==> src/rtl/fp16_sub_seq_if.sv <==
// Operand/result bundle for the half-precision subtractor: start/ready request
// side plus the one-cycle done pulse with its result.
interface fp16_sub_seq_if;
    logic        start;
    logic [15:0] a;
    logic [15:0] b;
    logic        ready;
    logic        done;
    logic [15:0] z;

    modport master (output start, a, b, input ready, done, z);
    modport slave  (input start, a, b, output ready, done, z);
endinterface

==> src/rtl/fp16_sub_seq.sv <==
// Multi-cycle binary16 subtractor z = a - b, round-to-nearest-even, flush-to-zero.
// One operation walks ALIGN, SUB, NORM, ROUND, PACK; done/z are registered out of PACK.
module fp16_sub_seq #(
    parameter logic [15:0] QNAN = 16'h7E00,
    parameter bit          FTZ  = 1'b1
) (
    input  logic         clk,
    input  logic         rst,
    fp16_sub_seq_if.slave io
);
    typedef enum logic [2:0] {S_IDLE, S_ALIGN, S_SUB, S_NORM, S_ROUND, S_PACK} state_t;
    state_t state_q, state_d;

    logic               accept;
    logic               sa_q, sb_q, sx_q, sy_q, s_q, spec_q, zero_q, done_q;
    logic signed [6:0]  ea_q, eb_q, e_q;
    logic [13:0]        ma_q, mb_q, mx_q, my_q, m_q;
    logic [14:0]        sum_q;
    logic [9:0]         frac_q;
    logic [15:0]        spec_z_q, z_q;

    function automatic logic signed [6:0] unbias(input logic [4:0] e);
        return $signed({2'b00, e}) - 7'sd15;
    endfunction

    function automatic logic [3:0] lzc14(input logic [13:0] v);
        logic [3:0] n;
        n = 4'd14;
        for (int i = 0; i < 14; i++)
            if (v[i]) n = 4'(13 - i);
        return n;
    endfunction

    function automatic logic rne_inc(input logic [13:0] m);
        return m[2] && (m[1] || m[0] || m[3]);
    endfunction

    function automatic logic [15:0] pack(input logic s, input logic signed [6:0] e,
                                         input logic [9:0] f);
        if (e > 7'sd15)       return {s, 5'h1F, 10'h000};
        else if (e < -7'sd14) return 16'h0000;
        else                  return {s, 5'(e + 7'sd15), f};
    endfunction

    assign accept = io.start && io.ready;
    assign io.done = done_q;
    assign io.z    = z_q;

    // Operand classification; the special result is decided at accept time and carried along.
    logic        na, nb, ia, ib, za, zb, spec_d;
    logic [15:0] spec_z_d;
    always_comb begin
        za = (io.a[14:10] == 5'd0) && (FTZ || io.a[9:0] == 10'd0);
        zb = (io.b[14:10] == 5'd0) && (FTZ || io.b[9:0] == 10'd0);
        ia = (io.a[14:10] == 5'h1F) && (io.a[9:0] == 10'd0);
        ib = (io.b[14:10] == 5'h1F) && (io.b[9:0] == 10'd0);
        na = (io.a[14:10] == 5'h1F) && (io.a[9:0] != 10'd0);
        nb = (io.b[14:10] == 5'h1F) && (io.b[9:0] != 10'd0);
        spec_d   = 1'b1;
        spec_z_d = QNAN;
        if (na || nb)                          spec_z_d = QNAN;
        else if (ia && ib && io.a[15] == io.b[15]) spec_z_d = QNAN;
        else if (ia)                           spec_z_d = io.a;
        else if (ib)                           spec_z_d = {~io.b[15], 5'h1F, 10'h000};
        else if (za && zb)                     spec_z_d = {io.a[15] & ~io.b[15], 15'd0};
        else if (za)                           spec_z_d = {~io.b[15], io.b[14:0]};
        else if (zb)                           spec_z_d = io.a;
        else                                   spec_d   = 1'b0;
    end

    // ALIGN: larger exponent wins ties to a; shifted-out bits collapse into sticky.
    logic               a_big;
    logic signed [6:0]  diff;
    logic [3:0]         sh;
    logic [27:0]        ext;
    logic [13:0]        al_d;
    always_comb begin
        a_big = (ea_q >= eb_q);
        diff  = a_big ? ea_q - eb_q : eb_q - ea_q;
        sh    = (diff > 7'sd15) ? 4'd15 : diff[3:0];
        ext   = {(a_big ? mb_q : ma_q), 14'd0} >> sh;
        al_d  = {ext[27:15], ext[14] | (|ext[13:0])};
    end

    // SUB: magnitude add or larger-minus-smaller; an exact zero is always +0.
    logic [14:0] sum_d;
    logic        sgn_d;
    always_comb begin
        if (sx_q == sy_q) begin
            sum_d = {1'b0, mx_q} + {1'b0, my_q};
            sgn_d = sx_q;
        end else if (mx_q >= my_q) begin
            sum_d = {1'b0, mx_q} - {1'b0, my_q};
            sgn_d = sx_q;
        end else begin
            sum_d = {1'b0, my_q} - {1'b0, mx_q};
            sgn_d = sy_q;
        end
        if (sum_d == 15'd0) sgn_d = 1'b0;
    end

    logic [3:0]        lz;
    logic [13:0]       m_d;
    logic signed [6:0] en_d;
    always_comb begin
        lz = lzc14(sum_q[13:0]);
        if (sum_q[14]) begin
            m_d  = {sum_q[14:2], |sum_q[1:0]};
            en_d = e_q + 7'sd1;
        end else begin
            m_d  = sum_q[13:0] << lz;
            en_d = e_q - $signed({3'b000, lz});
        end
    end

    logic [11:0]       rnd;
    logic [9:0]        frac_d;
    logic signed [6:0] er_d;
    always_comb begin
        rnd = {1'b0, m_q[13:3]} + {11'd0, rne_inc(m_q)};
        if (rnd[11]) begin
            frac_d = rnd[10:1];
            er_d   = e_q + 7'sd1;
        end else begin
            frac_d = rnd[9:0];
            er_d   = e_q;
        end
    end

    always_ff @(posedge clk) begin
        if (accept) begin
            sa_q     <= io.a[15];
            sb_q     <= ~io.b[15];
            ea_q     <= unbias(io.a[14:10]);
            eb_q     <= unbias(io.b[14:10]);
            ma_q     <= {1'b1, io.a[9:0], 3'b000};
            mb_q     <= {1'b1, io.b[9:0], 3'b000};
            spec_q   <= spec_d;
            spec_z_q <= spec_z_d;
        end
        case (state_q)
            S_ALIGN: begin
                mx_q <= a_big ? ma_q : mb_q;
                my_q <= al_d;
                sx_q <= a_big ? sa_q : sb_q;
                sy_q <= a_big ? sb_q : sa_q;
                e_q  <= a_big ? ea_q : eb_q;
            end
            S_SUB: begin
                sum_q <= sum_d;
                s_q   <= sgn_d;
            end
            S_NORM: begin
                m_q <= m_d;
                e_q <= en_d;
            end
            S_ROUND: begin
                frac_q <= frac_d;
                e_q    <= er_d;
                zero_q <= (m_q == 14'd0);
            end
            default: ;
        endcase
    end

    always_ff @(posedge clk) begin
        if (rst) begin
            z_q    <= 16'h0000;
            done_q <= 1'b0;
        end else begin
            done_q <= (state_q == S_PACK);
            if (state_q == S_PACK)
                z_q <= spec_q ? spec_z_q : (zero_q ? 16'h0000 : pack(s_q, e_q, frac_q));
        end
    end

    always_ff @(posedge clk) begin
        if (rst) state_q <= S_IDLE;
        else     state_q <= state_d;
    end

    always_comb begin
        state_d  = state_q;
        io.ready = 1'b0;
        case (state_q)
            S_IDLE: begin
                io.ready = 1'b1;
                if (io.start) state_d = S_ALIGN;
            end
            S_ALIGN: state_d = S_SUB;
            S_SUB:   state_d = S_NORM;
            S_NORM:  state_d = S_ROUND;
            S_ROUND: state_d = S_PACK;
            S_PACK:  state_d = S_IDLE;
            default: state_d = S_IDLE;
        endcase
    end
endmodule

==> src/flat_wrapper.sv <==
// flat-port wrapper written by rule: the top's interface ports become plain ports
module fp16_sub_seq_flat 
#(
    parameter logic [15:0] QNAN = 16'h7E00,
    parameter bit          FTZ  = 1'b1
)
  (clk, rst, io_start, io_a, io_b, io_ready, io_done, io_z);
  fp16_sub_seq_if io_i ();
  input  logic clk;
  input  logic rst;
  input wire logic [$bits(io_i.start)-1:0] io_start;
  input wire logic [$bits(io_i.a)-1:0] io_a;
  input wire logic [$bits(io_i.b)-1:0] io_b;
  output wire logic [$bits(io_i.ready)-1:0] io_ready;
  output wire logic [$bits(io_i.done)-1:0] io_done;
  output wire logic [$bits(io_i.z)-1:0] io_z;
  assign io_i.start = io_start;
  assign io_i.a = io_a;
  assign io_i.b = io_b;
  assign io_ready = io_i.ready;
  assign io_done = io_i.done;
  assign io_z = io_i.z;
  fp16_sub_seq #(.QNAN(QNAN), .FTZ(FTZ)) u_core (.clk(clk), .rst(rst), .io(io_i));
endmodule
==> config.mk <==
export PLATFORM = sky130hd
export DESIGN_NAME = fp16_sub_seq_flat
export DESIGN_NICKNAME = d
export VERILOG_FILES = /design/src/rtl/fp16_sub_seq_if.sv /design/src/rtl/fp16_sub_seq.sv /design/src/flat_wrapper.sv
export SDC_FILE = /design/constraint.sdc
export NUM_CORES = 1
export LEC_CHECK = 0
export ABC_AREA = 1
export CAP_MARGIN = 0
export CORE_MARGIN = 2
export CORE_UTILIZATION = 49
export CTS_BUF_LIST = sky130_fd_sc_hd__clkbuf_8
export DETAILED_ROUTE_END_ITERATION = 16
export PLACE_DENSITY = 0.78
export SYNTH_ARGS = -nofsm -noshare
export SYNTH_HDL_FRONTEND = slang
export SYNTH_SLANG_ARGS = --single-unit
==> constraint.sdc <==
create_clock -name clk -period 4.1 [get_ports clk]
set_input_delay 0.41 -clock clk [delete_from_list [all_inputs] [get_ports clk]]
set_output_delay 0.41 -clock clk [all_outputs]
set_load 0.1 [all_outputs]
; Yosys cells after proc, flatten, opt, wreduce, memory -nomap -nowiden
; Cells that the tools add are included.
[op_classes]
n_mul = 0
n_bitwise = 3
n_addsub = 11
n_reduce_logical = 27
shift = 2
magnitude_cmp = 5
muxes = 43
n_eq_ne = 11
div = 0
[ops]
columns = op, count
row1 = two-way mux 16 bit, 9
row2 = two-way mux 13 bit, 3
row3 = two-way mux 4 bit, 9
row4 = two-way mux 15 bit, 2
row5 = subtractor 14 x 14 -> 15 bit, 2
row6 = two-way mux 7 bit, 4
row7 = right shift 28 x 4 -> 28 bit, 1
row8 = one-hot mux 7 bit (3 select lines), 1
row9 = logical NOT 10 bit, 2
row10 = nonzero test 10 bit, 2
row11 = adder 14 x 14 -> 15 bit, 1
row12 = logical NOT 15 bit, 1
row13 = two-way mux 3 bit, 5
row14 = one-hot mux 3 bit (5 select lines), 1
row15 = greater-or-equal comparator 14 bit, 1
row16 = greater-than comparator 7 x 5 -> 1 bit (second input constant), 2
row17 = logical NOT 14 bit, 1
row18 = OR reduction 14 bit, 1
row19 = left shift 14 x 4 -> 14 bit, 1
row20 = subtractor 7 bit, 2
row21 = adder 11 x 1 -> 12 bit, 1
row22 = subtractor 5 x 4 -> 6 bit (second input constant), 2
row23 = == test 5 bit (second input constant), 2
row24 = logical NOT 5 bit, 2
row25 = other kinds (24), 44
[totals]
output_inout_bits = 18
ramBits = 0
latchBits = 0
ff_bits = 151
memories = 0
romBits = 0

; Logic depth before layout (Yosys ltp)
; Gate-level depths: netlist of run 1.
[depth]
ltp_word = 17
mapped_depth = 24
ltp_nobuf = 23

; Least setup slack after synthesis of run 1
; No wires, ideal clock.
[synth_path]
path_type = reg2reg
from = reg u_core.state_q[0]
to = reg u_core.ea_q[0], enable pin
stages_incl_launch_ff = 4
period_less_slack_ns = 4.476
path_slack_ns = -0.376
arrival_time_ns = 3.953
setup_ns = 0.522
required_time_ns = 3.578
path_cell_list = dfxtp_1 -> nor2_1 -> inv_1 -> nor3_1
[synth_between]
elab_chain_cells = 3
[synth_rtl]
columns = element, line
row1 = from (decl), fp16_sub_seq.sv:12  ; state_t state_q, state_d;
row2 = from (signal assigned), fp16_sub_seq.sv:179  ; else state_q <= state_d;
row3 = logical NOT 3 bit, fp16_sub_seq.sv:185  ; case (state_q)
row4 = two-way mux 1 bit, fp16_sub_seq.sv:185
row5 = logical AND 1 bit, fp16_sub_seq.sv:45  ; assign accept = io.start && io.ready;
row6 = net u_core.accept, fp16_sub_seq.sv:14  ; logic accept;
row7 = to (signal assigned), fp16_sub_seq.sv:134  ; ea_q <= unbias(io.a[14:10]);
row8 = to (decl), fp16_sub_seq.sv:16  ; logic signed [6:0] ea_q, eb_q, e_q;
; The timed path passes the listed nets, and every way through them passes these cells.
; A chain may end at the register's enable or synchronous reset.

; Final worst setup path of run 1
[layout_path]
from = reg u_core.eb_q[1]
to = reg u_core.my_q[0] (data pin)
[layout_between]
elab_chain_cells = 7
[layout_rtl]
columns = element, line
row1 = from (decl), fp16_sub_seq.sv:16
row2 = from (signal assigned), fp16_sub_seq.sv:135  ; eb_q <= unbias(io.b[14:10]);
row3 = subtractor 7 bit / greater-or-equal comparator 7 bit (equally long branches), "fp16_sub_seq.sv:79, fp16_sub_seq.sv:78"
row4 = two-way mux 7 bit, fp16_sub_seq.sv:79  ; diff = a_big ? ea_q - eb_q : eb_q - ea_q;
row5 = greater-than comparator 7 x 5 -> 1 bit, fp16_sub_seq.sv:80  ; sh = (diff > 7'sd15) ? 4'd15 : diff[3:0];
row6 = two-way mux 4 bit, fp16_sub_seq.sv:80
row7 = right shift 28 x 4 -> 28 bit *, fp16_sub_seq.sv:81  ; ext = {(a_big ? mb_q : ma_q), 14'd0} >> sh;
row8 = OR reduction 14 bit, fp16_sub_seq.sv:82  ; al_d = {ext[27:15], ext[14] | (|ext[13:0])};
row9 = bitwise OR 1 bit *, fp16_sub_seq.sv:82
row10 = net u_core.al_d[0], fp16_sub_seq.sv:76  ; logic [13:0] al_d;
row11 = to (signal assigned), fp16_sub_seq.sv:144  ; my_q <= al_d;
row12 = to (decl), fp16_sub_seq.sv:17  ; logic [13:0] ma_q, mb_q, mx_q, my_q, m_q;
; The timed path passes the listed nets; every way through them passes the cells marked *.

==> summary.txt, run 1 <==
Finish
  – Area growth from synthesis to final layout: 11.32%
  – ANT cells: 0
  – Most frequent cells in the layout: nand2_1, inv_1, edfxtp_1
  – Final non-filler cell area: 11400 sq um
  – Fin util: a little under three fifths
  – Leading cell type in the layout, fill and taps excluded: nand2_1
  – Final-stage net count: ~1500
  – Layout cell share with drive strength beyond 1: under 10%

Power and ir drop
  – Sw frac: about two fifths
  – Worst ir drop on vdd: approximately 0.26 mV
  – Psw: 2.179 mW
  – Pint: roughly 3 mW
  – Flop pwr share: 36.6%
  – Pwr dens: about 460 nW/um^2
  – Combinational share of power: between 40% and 50%
  – Clock network power share: between 20% and 30%
  – Leak: around 5 nW

Yosys
  – Cell Area, Synth: a little over 10000 sq um
  – Synth cell types: 49
  – Mapped Nets: roughly 1400
  – Synth Warn #: 0
  – Register area share after synthesis: approximately two fifths
  – Cells after Synth: approximately 1300
  – Syn Area/Cell: 7.696 sq um
  – FF+latch count, synth: 145
  – Post-synth EDFFs: roughly 130
  – Synth Flop Type: edfxtp_1
  – Asr flop ratio synth: 0%

Timing
  – Slew HR: 27.54%
  – Final setup fails: 0
  – Tmin final: between 3 and 4 ns
  – Final Cycle Share: a little over four fifths
  – Worst Max-Slew Pin Slew: 1.076 ns
  – Final slew viol count: 0
  – Fin Setup TNS: 0 ns
  – Clock skew: about 0.015 ns
  – F_max: roughly 290 MHz
  – RSZ-0062 raised after global routing: false
  – Final Hold Violating Endpoints: 0

Detailed routing
  – Drt drc: 0
  – Initial detailed-routing violation count: a little under 900
  – Number of vias per cell: roughly 5.5
  – DRT Wirelength: 25700 um
  – Met2 WL: around 12000 um
  – Detailed-router iteration count before antenna repair: 6
  – Post-route ant nets: 0
  – Met3 Wirelength: 1369 um
  – Wl on met1: ~12000 um
  – Vias after detailed routing: a little over 9000
  – Top routing layer in use: met4
  – DR WL/cell: roughly 16 um

Place
  – Port Buffers: 52
  – GP Congestion: roughly 0.94
  – DP HPWL: 20030 um
  – Placed cell areas: ~11000 sq um

Worst setup path
  – Worst Setup SP: u_core.eb_q[1]$_DFFE_PP_
  – Worst EP arrival: ~3.7 ns
  – Worst path required time: roughly 4.3 ns
  – Depth of the most critical reg-to-reg path: 19
  – Crit-path max FO: 55
  – Crit path kind: reg2reg
  – FF-to-FF setup slack: about 0.66 ns
  – FF-to-FF End: u_core.my_q[0]$_DFFE_PP_
  – Critical Path End: u_core.my_q[0]$_DFFE_PP_
  – CP Launch Type: flip-flop
  – Critical Path Sink Type: flip-flop
  – Reg2reg start: u_core.eb_q[1]$_DFFE_PP_

Die
  – Die Y: about 150 um
  – Initial Util: just over 50%
  – Area of the core: roughly 20000 sq um
  – IO Count: between 50 and 60
  – Die area: 22080 sq um
  – Core Rows: 52
  – Horiz. Die Dim: about 150 um

Clock tree
  – Clock transition at path regs: 0.09 ns
  – Clock Tree Root: clkbuf_8
  – # Post-CTS Setup Buffers: 0
  – CTS tree: yes
  – Num CTS Buffers: 17
  – Worst-Skew Late Latency: about 0.46 ns
  – Deepest clock path buffer count: 2
  – Maximum level of the CTS H-tree: 4
  – Clk sinks: 145
  – Post-CTS sizing: 0
  – # hold bufs at CTS: 0

Min path
  – Worst hold path type: reg2reg

Global route
  – Grt ovf: 0
  – Vias in the first global route: approximately 8600
  – Initial antenna violation count: 0
  – Tot GR Track Use: between 20% and 30%
  – First-pass GRT wire length: 42200 um
  – Largest net degree at the start of global routing: 56

Flow run
  – Max cap viols: 0

Outcome
  – Status: finished clean
## area by class of cell
cell class                 count  area (sq um)
clock buffer                  17         234.0
clock inverter                15         197.7
fill                        1851          8961
inverter                     187         701.9
multi-input combinational    957          5190
sequential                   145          4154
tap                          270         337.8
timing repair buffer          61         588.1
## metal layers
layer  track usage [%]  up-vias
met5                 0        -
met4             8.000        0
met3             4.233       46
met2             39.42      328
met1             32.64     4185
li1                  -     4522
## cell usage after synthesis (12+ instances only)
master / count / area [sq um]
nand2_1: 316 / 1186
dfxtp_1: 20 / 400.4
edfxtp_1: 125 / 3754
nand3_1: 99 / 495.5
clkbuf_1: 23 / 86.33
nor4_1: 12 / 75.07
ha_1: 57 / 713.2
a21oi_1: 81 / 405.4
nor2_1: 116 / 435.4
o21ai_0: 111 / 555.5
inv_1: 184 / 690.7
xor2_1: 40 / 350.3
nor3_1: 28 / 140.1
## critical path, cell delays in order, from the launching register on
cell and delay [ns]:
edfxtp_1 0.52, inv_1 0.14, ha_1 0.34, nand3_1 0.08, nand2_1 0.12, nand2_1 0.07, nand2_2 0.09, nand2_2 0.07
nand2_4 0.35, nand3_2 0.18, nand2_4 0.18, nand2_2 0.20, inv_2 0.26, o21ai_0 0.13, nand2_1 0.11, nand2_1 0.05
nor2_1 0.10, nand2_1 0.06, nand2_1 0.05, nand2_1 0.06
## state kept, by name (all words and copies together), names as in the netlist
name	cells
u_core.io.z	16
u_core.sy_q	1
u_core.my_q	14
u_core.spec_q	1
u_core.sb_q	1
u_core.e_q	7
u_core.mx_q	10
u_core.sa_q	1
u_core.eb_q	6
u_core.ma_q	10
u_core.spec_z_q	16
u_core.frac_q	10
u_core.s_q	1
u_core.m_q	14
u_core.sx_q	1
u_core.ea_q	6
u_core.state_q	3
u_core.io.done	1
u_core.zero_q	1
u_core.mb_q	10
u_core.sum_q	15
## cell families (layout without fill, tap and decap cells)
group,count (synthesis),in the layout,synth area share (%)
XOR/XNOR,43,43,3.677
multiplexers,4,4,0.4031
flip-flops,145,145,40.55
AND/OR/NAND/NOR,600,600,24.80
buffers and inverters,229,280,8.990
adder cells (fa/ha/maj),62,62,7.939
AO/OA/AOI/OAI,248,248,13.64
## power by group through the flow
stage,clock network (mW),registers (mW),logic [mW]
2_1_floorplan,0,1.93,1.61
3_3_place_gp,0,1.95,2.05
3_5_place_dp,0,1.95,2.07
4_1_cts,1.24,1.92,2.08
5_1_grt,1.30,1.94,2.37
6_report,1.22,1.92,2.10
## per-stage QoR
step                      power [mW]  hold slack [ns]  setup WS (ns)  std cells
after floorplan                3.543           0.4264          1.171       1331
after global placement         4.003           0.5159         0.4777       1620
after detailed placement       4.021           0.5124         0.4454       1620
after CTS                      5.235           0.5415         0.6880       1652
after global routing           5.615           0.5532         0.1936       1652
final                          5.244           0.5249         0.6572       1652
## worst min-delay path by stage
stage	slack, ns	start	cells past startpoint	to
floorplan	0.43	u_core.my_q[0]$_DFFE_PP_	0	u_core.sum_q[0]$_DFFE_PN_
global placement	0.52	u_core.frac_q[9]$_DFFE_PP_	2	u_core.io.z[9]$_SDFFE_PP0P_
detailed placement	0.51	u_core.frac_q[9]$_DFFE_PP_	2	u_core.io.z[9]$_SDFFE_PP0P_
CTS	0.54	u_core.my_q[0]$_DFFE_PP_	0	u_core.sum_q[0]$_DFFE_PN_
global route	0.55	io_a[1]	1	u_core.ma_q[4]$_DFFE_PP_
finish	0.52	u_core.my_q[0]$_DFFE_PP_	0	u_core.sum_q[0]$_DFFE_PN_
Power figures use the tool's default switching activity.
==> run 2, diff against run 1 <==
- PLACE_DENSITY: 0.78 -> 0.75
- clock period: 4.1 -> 3.6 ns (I/O delays scaled with it)
==> summary.txt, run 2 (same netlist as run 1, synthesis figures left out) <==
Finish
  – Final-stage net count: approximately 1500
  – Most frequent cells in the layout: nand2_1, inv_1, edfxtp_1
  – ANT cells: 0
  – Layout Cells excl Fill: 1665
  – Final non-filler cell area: between 10000 and 15000 sq um
  – Fin util: between 50% and 60%
  – Layout cell share with drive strength beyond 1: under 10%
  – Area growth from synthesis to final layout: 11.80%
  – Leading cell type in the layout, fill and taps excluded: nand2_1

Detailed routing
  – Number of vias per cell: 5.427
  – Post-route ant nets: 0
  – Met3 Wirelength: 1204 um
  – Detailed-router iteration count before antenna repair: 6
  – DR WL/cell: about 15 um
  – Met2 WL: 11970 um
  – Wl on met1: ~12000 um
  – Drt drc: 0
  – Vias after detailed routing: between 9000 and 10000
  – DRT Wirelength: 25540 um
  – Initial detailed-routing violation count: 850
  – Top routing layer in use: met4

Clock tree
  – # hold bufs at CTS: 0
  – Clk sinks: between 100 and 150
  – CTS tree: yes
  – Maximum level of the CTS H-tree: 4
  – Clock transition at path regs: approximately 0.09 ns
  – Num CTS Buffers: 17
  – # Post-CTS Setup Buffers: 0
  – Deepest clock path buffer count: 2
  – Worst-Skew Late Latency: about 0.45 ns
  – Clock Tree Root: clkbuf_8

Timing
  – Final slew viol count: 0
  – Clock skew: a little under 0.02 ns
  – F_max: a little over 300 MHz
  – Hold Slack: 0.5148 ns
  – Slew HR: about 34%
  – RSZ-0062 raised after global routing: false
  – Final Cycle Share: around 90%
  – Tmin final: between 3 and 4 ns
  – Final setup fails: 0
  – Final Hold Violating Endpoints: 0
  – Fin Setup TNS: 0 ns
  – Final worst setup slack: 0.3704 ns
  – Worst Max-Slew Pin Slew: approximately 1 ns

Worst setup path
  – CP Launch Type: flip-flop
  – Crit-path max FO: 16
  – Max incr delay on CP: roughly 0.43 ns
  – Critical Path End: u_core.my_q[0]$_DFFE_PP_
  – Critical-path cell list: inv_1 -> ha_1 -> inv_1 -> fa_1 -> nand3_1 -> nand3_1 -> nand2_1 -> nand2_1 -> nand2_1 -> nand3_2 -> nand2_4 -> nand2_2 -> inv_2 -> o21ai_0 -> nand2_1 -> nand2_1 -> nor2_1 -> nand2_1 -> nand2_1 -> nand2_1
  – Worst path slowest cell: edfxtp_1
  – FF-to-FF End: u_core.my_q[0]$_DFFE_PP_
  – Worst EP arrival: 3.44 ns
  – Crit path kind: reg2reg
  – Worst path required time: about 3.8 ns
  – Worst Setup SP: u_core.eb_q[0]$_DFFE_PP_
  – Depth of the most critical reg-to-reg path: 20
  – FF-to-FF setup slack: approximately 0.37 ns
  – Most used cell, CP: nand2_1
  – Critical Path Sink Type: flip-flop
  – Stages on worst setup path: 20
  – Reg2reg start: u_core.eb_q[0]$_DFFE_PP_
  – Crit path buffers/inverters: 3
  – Kind of cell adding the most delay to the critical path: simple AND/OR/NAND/NOR gates

Die
  – IO Count: 53
  – Horiz. Die Dim: 148.6 um
  – Area of the core: 20360 sq um
  – Core Rows: 52
  – Die area: between 20000 and 25000 sq um
  – Die Y: 148.6 um
  – Initial Util: between 50 and 60%

Place
  – Placed cell areas: between 10000 and 15000 sq um
  – DP HPWL: approximately 20000 um
  – Placed insts: approximately 1600
  – Place WS: about 0.33 ns
  – Port Buffers: 52
  – GP Congestion: slightly below 1

Global route
  – Largest net degree at the start of global routing: 52
  – First-pass GRT wire length: between 40000 and 50000 um
  – Grt ovf: 0
  – Vias in the first global route: about 8400
  – Tot GR Track Use: between 20% and 30%
  – Initial antenna violation count: 0

Power and ir drop
  – Tot Pwr: 5.828 mW
  – Pwr dens: just over 500 nW/um^2
  – Leak: around 5.1 nW
  – Worst ir drop on vdd: between 0.2 and 0.3 mV

Flow run
  – Max cap viols: 0

Min path
  – Hold Path Origin: u_core.my_q[0]$_DFFE_PP_
  – Worst hold path type: reg2reg

Outcome
  – Status: finished clean
==> run 2: metal layers <==
metal | vias to the layer above | track usage (%)
met3 | 37 | 3.712
met5 | - | 0
met2 | 307 | 38.01
met1 | 4132 | 33.26
li1 | 4560 | -
met4 | 0 | 8.143
==> run 2: how the worst min path moves through the flow <==
stage	cells after the start	slack, ns	endpoint
floorplan	0	0.43	u_core.sum_q[0]$_DFFE_PN_
global placement	0	0.49	u_core.sum_q[0]$_DFFE_PN_
detailed placement	0	0.48	u_core.sum_q[0]$_DFFE_PN_
CTS	1	0.51	u_core.mb_q[6]$_DFFE_PP_
global route	1	0.52	u_core.ma_q[6]$_DFFE_PP_
finish	0	0.51	u_core.sum_q[0]$_DFFE_PN_
==> run 2: power by group <==
group          switching (mW)  total (mW)  leakage (nW)  internal [mW]
clock                   0.702        1.21         0.193          0.513
combinational            1.63        2.43          3.56          0.797
sequential              0.116        2.18          1.31           2.07
==> run 2: worst register-to-register path, cell delays in order (launching register included) <==
cell	delay, ns
edfxtp_1	0.43
inv_1	0.08
ha_1	0.18
inv_1	0.07
fa_1	0.42
nand3_1	0.17
nand3_1	0.10
nand2_1	0.09
nand2_1	0.06
nand2_1	0.07
nand3_2	0.11
nand2_4	0.18
nand2_2	0.20
inv_2	0.27
o21ai_0	0.14
nand2_1	0.12
nand2_1	0.06
nor2_1	0.09
nand2_1	0.06
nand2_1	0.05
nand2_1	0.06
==> run 2: area by class of cell <==
| type | count | area (sq um) |
|---|---|---|
| well taps | 270 | 337.8 |
| flip-flops and latches | 145 | 4154 |
| fillers | 1827 | 8912 |
| clock buffers | 17 | 234.0 |
| repair buffers | 74 | 689.4 |
| multi-input cells | 957 | 5195 |
| clock inverters | 15 | 140.1 |
| inverters | 187 | 701.9 |
==> run 2: repair_timing <==
| item | 4_1_cts | 5_1_grt |
|---|---|---|
| endpoints found under the hold margin | 0 | 0 |
| gates resized for setup | 0 | 2 |
| setup endpoints to repair | 0 | 2 |
==> run 3, diff against run 2 <==
- GPL_ROUTABILITY_DRIVEN: not set -> 0
- RECOVER_POWER: not set -> 50
==> summary.txt, run 3 (same netlist as run 1, synthesis figures left out) <==
Clock tree
  – Worst-Skew Late Latency: around 0.45 ns
  – # hold bufs at CTS: 0
  – Post-CTS sizing: 0
  – Num CTS Buffers: 17
  – Clock Tree Root: clkbuf_8
  – Deepest clock path buffer count: 2
  – Clk sinks: 145
  – CTS tree: yes
  – Clock transition at path regs: roughly 0.090 ns
  – # Post-CTS Setup Buffers: 0
  – Maximum level of the CTS H-tree: 4

Global route
  – Largest net degree at the start of global routing: 52
  – First-pass GRT wire length: 39730 um
  – Grt ovf: 0
  – Vias in the first global route: between 8000 and 9000
  – Tot GR Track Use: 22.64%
  – Initial antenna violation count: 0

Worst setup path
  – Worst Setup SP: u_core.my_q[4]$_DFFE_PP_
  – Stages on worst setup path: 15
  – Crit-path max FO: 15
  – Most used cell, CP: nand2_1
  – Kind of cell adding the most delay to the critical path: compound AO/OA/AOI/OAI gates
  – Max incr delay on CP: about 0.39 ns
  – CP Launch Type: flip-flop
  – Worst EP arrival: 3.51 ns
  – FF-to-FF End: u_core.s_q$_SDFFCE_PN0N_
  – Critical-path cell list: inv_1 -> ha_1 -> nand2_1 -> o21ai_1 -> a21oi_1 -> o21ai_1 -> nand2_1 -> nand2_4 -> inv_1 -> nand2_1 -> nand2_1 -> o21ai_0 -> nand3_1 -> nor2_1 -> a21oi_1
  – Worst path required time: between 3 and 4 ns
  – Depth of the most critical reg-to-reg path: 15
  – Critical Path End: u_core.s_q$_SDFFCE_PN0N_
  – Critical Path Sink Type: flip-flop
  – Reg2reg start: u_core.my_q[4]$_DFFE_PP_
  – Crit path kind: reg2reg
  – Crit path buffers/inverters: 2
  – Worst path slowest cell: edfxtp_1
  – FF-to-FF setup slack: slightly below 0.3 ns

Timing
  – Final slew viol count: 0
  – Worst Max-Slew Pin Slew: 1.377 ns
  – Final Hold Violating Endpoints: 0
  – Clock skew: ~0.021 ns
  – F_max: between 300 and 400 MHz
  – Final worst setup slack: between 0.2 and 0.3 ns
  – RSZ-0062 raised after global routing: false
  – Tmin final: ~3.3 ns
  – Final setup fails: 0
  – Slew HR: between 8 and 9%
  – Fin Setup TNS: 0 ns
  – Hold Slack: 0.4742 ns
  – Final Cycle Share: between 90% and 100%

Finish
  – Layout Cells excl Fill: around 1700
  – Leading cell type in the layout, fill and taps excluded: nand2_1
  – Fin util: between 50% and 60%
  – Final-stage net count: 1477
  – Layout cell share with drive strength beyond 1: under 10%
  – Most frequent cells in the layout: nand2_1, inv_1, edfxtp_1
  – Final non-filler cell area: between 10000 and 15000 sq um
  – ANT cells: 0
  – Area growth from synthesis to final layout: 11.18%

Die
  – Core Rows: 52
  – Die Y: 148.6 um
  – Horiz. Die Dim: 148.6 um
  – Initial Util: about half
  – IO Count: 53
  – Area of the core: about 20000 sq um
  – Die area: roughly 22000 sq um

Detailed routing
  – Detailed-router iteration count before antenna repair: 5
  – Drt drc: 0
  – Vias after detailed routing: between 9000 and 10000
  – DR WL/cell: about 15 um
  – Post-route ant nets: 0
  – DRT Wirelength: 24220 um
  – Initial detailed-routing violation count: about 890
  – Number of vias per cell: ~5.4

Flow run
  – Max cap viols: 0

Place
  – DP HPWL: 18970 um
  – Placed insts: 1631
  – Port Buffers: between 50 and 60
  – Place WS: 0.2403 ns
  – Placed cell areas: about 11000 sq um

Min path
  – Worst hold path type: reg2reg

Power and ir drop
  – Pwr dens: 500.7 nW/um^2
  – Worst ir drop on vdd: about 0.29 mV
  – Leak: about 5 nW
  – Tot Pwr: approximately 5.7 mW

Outcome
  – Status: finished clean
==> run 3: changes by cell type in the layout (fill, tap and decap cells not counted), sizes merged <==
cell / previous run / this run
clkdlybuf4s50: 52 / 28
dlygate4sd3: 0 / 24
clkbuf: 17 / 22
inv: 197 / 194
clkinv: 4 / 5
clkinvlp: 1 / 3
buf: 22 / 15
==> run 3: cell type report <==
type | instances | area (sq um)
clock inverters | 15 | 122.6
flip-flops and latches | 145 | 4154
inverters | 187 | 701.9
multi-input cells | 957 | 5185
well taps | 270 | 337.8
repair buffers | 72 | 653.1
clock buffers | 17 | 234.0
fillers | 1855 | 8976
==> run 3: metal layers <==
metal | part of all wire [%] | up-vias | GRT usage (%)
met4 | 2.6 | 0 | 8.286
li1 | - | 4560 | -
met5 | 0 | - | 0
met1 | 45 | 4097 | 30.81
met2 | 47 | 300 | 36.62
met3 | 5.3 | 54 | 3.773
==> run 3: power breakdown <==
part / switching, mW / total [mW] / internal [mW]
registers: 0.113 / 2.19 / 2.07
clock network: 0.664 / 1.16 / 0.493
logic: 1.59 / 2.36 / 0.774
total: 2.36 / 5.70 / 3.34
==> run 3: how the worst min path moves through the flow <==
stage | start | to | slack, ns | cells after the start
6_report | u_core.my_q[0]$_DFFE_PP_ | u_core.sum_q[0]$_DFFE_PN_ | 0.47 | 0
5_1_grt | u_core.my_q[0]$_DFFE_PP_ | u_core.sum_q[0]$_DFFE_PN_ | 0.50 | 0
4_1_cts | u_core.my_q[0]$_DFFE_PP_ | u_core.sum_q[0]$_DFFE_PN_ | 0.48 | 0
3_5_place_dp | u_core.my_q[0]$_DFFE_PP_ | u_core.sum_q[0]$_DFFE_PN_ | 0.47 | 0
2_1_floorplan | u_core.my_q[0]$_DFFE_PP_ | u_core.sum_q[0]$_DFFE_PN_ | 0.43 | 0
3_3_place_gp | u_core.my_q[0]$_DFFE_PP_ | u_core.sum_q[0]$_DFFE_PN_ | 0.47 | 0
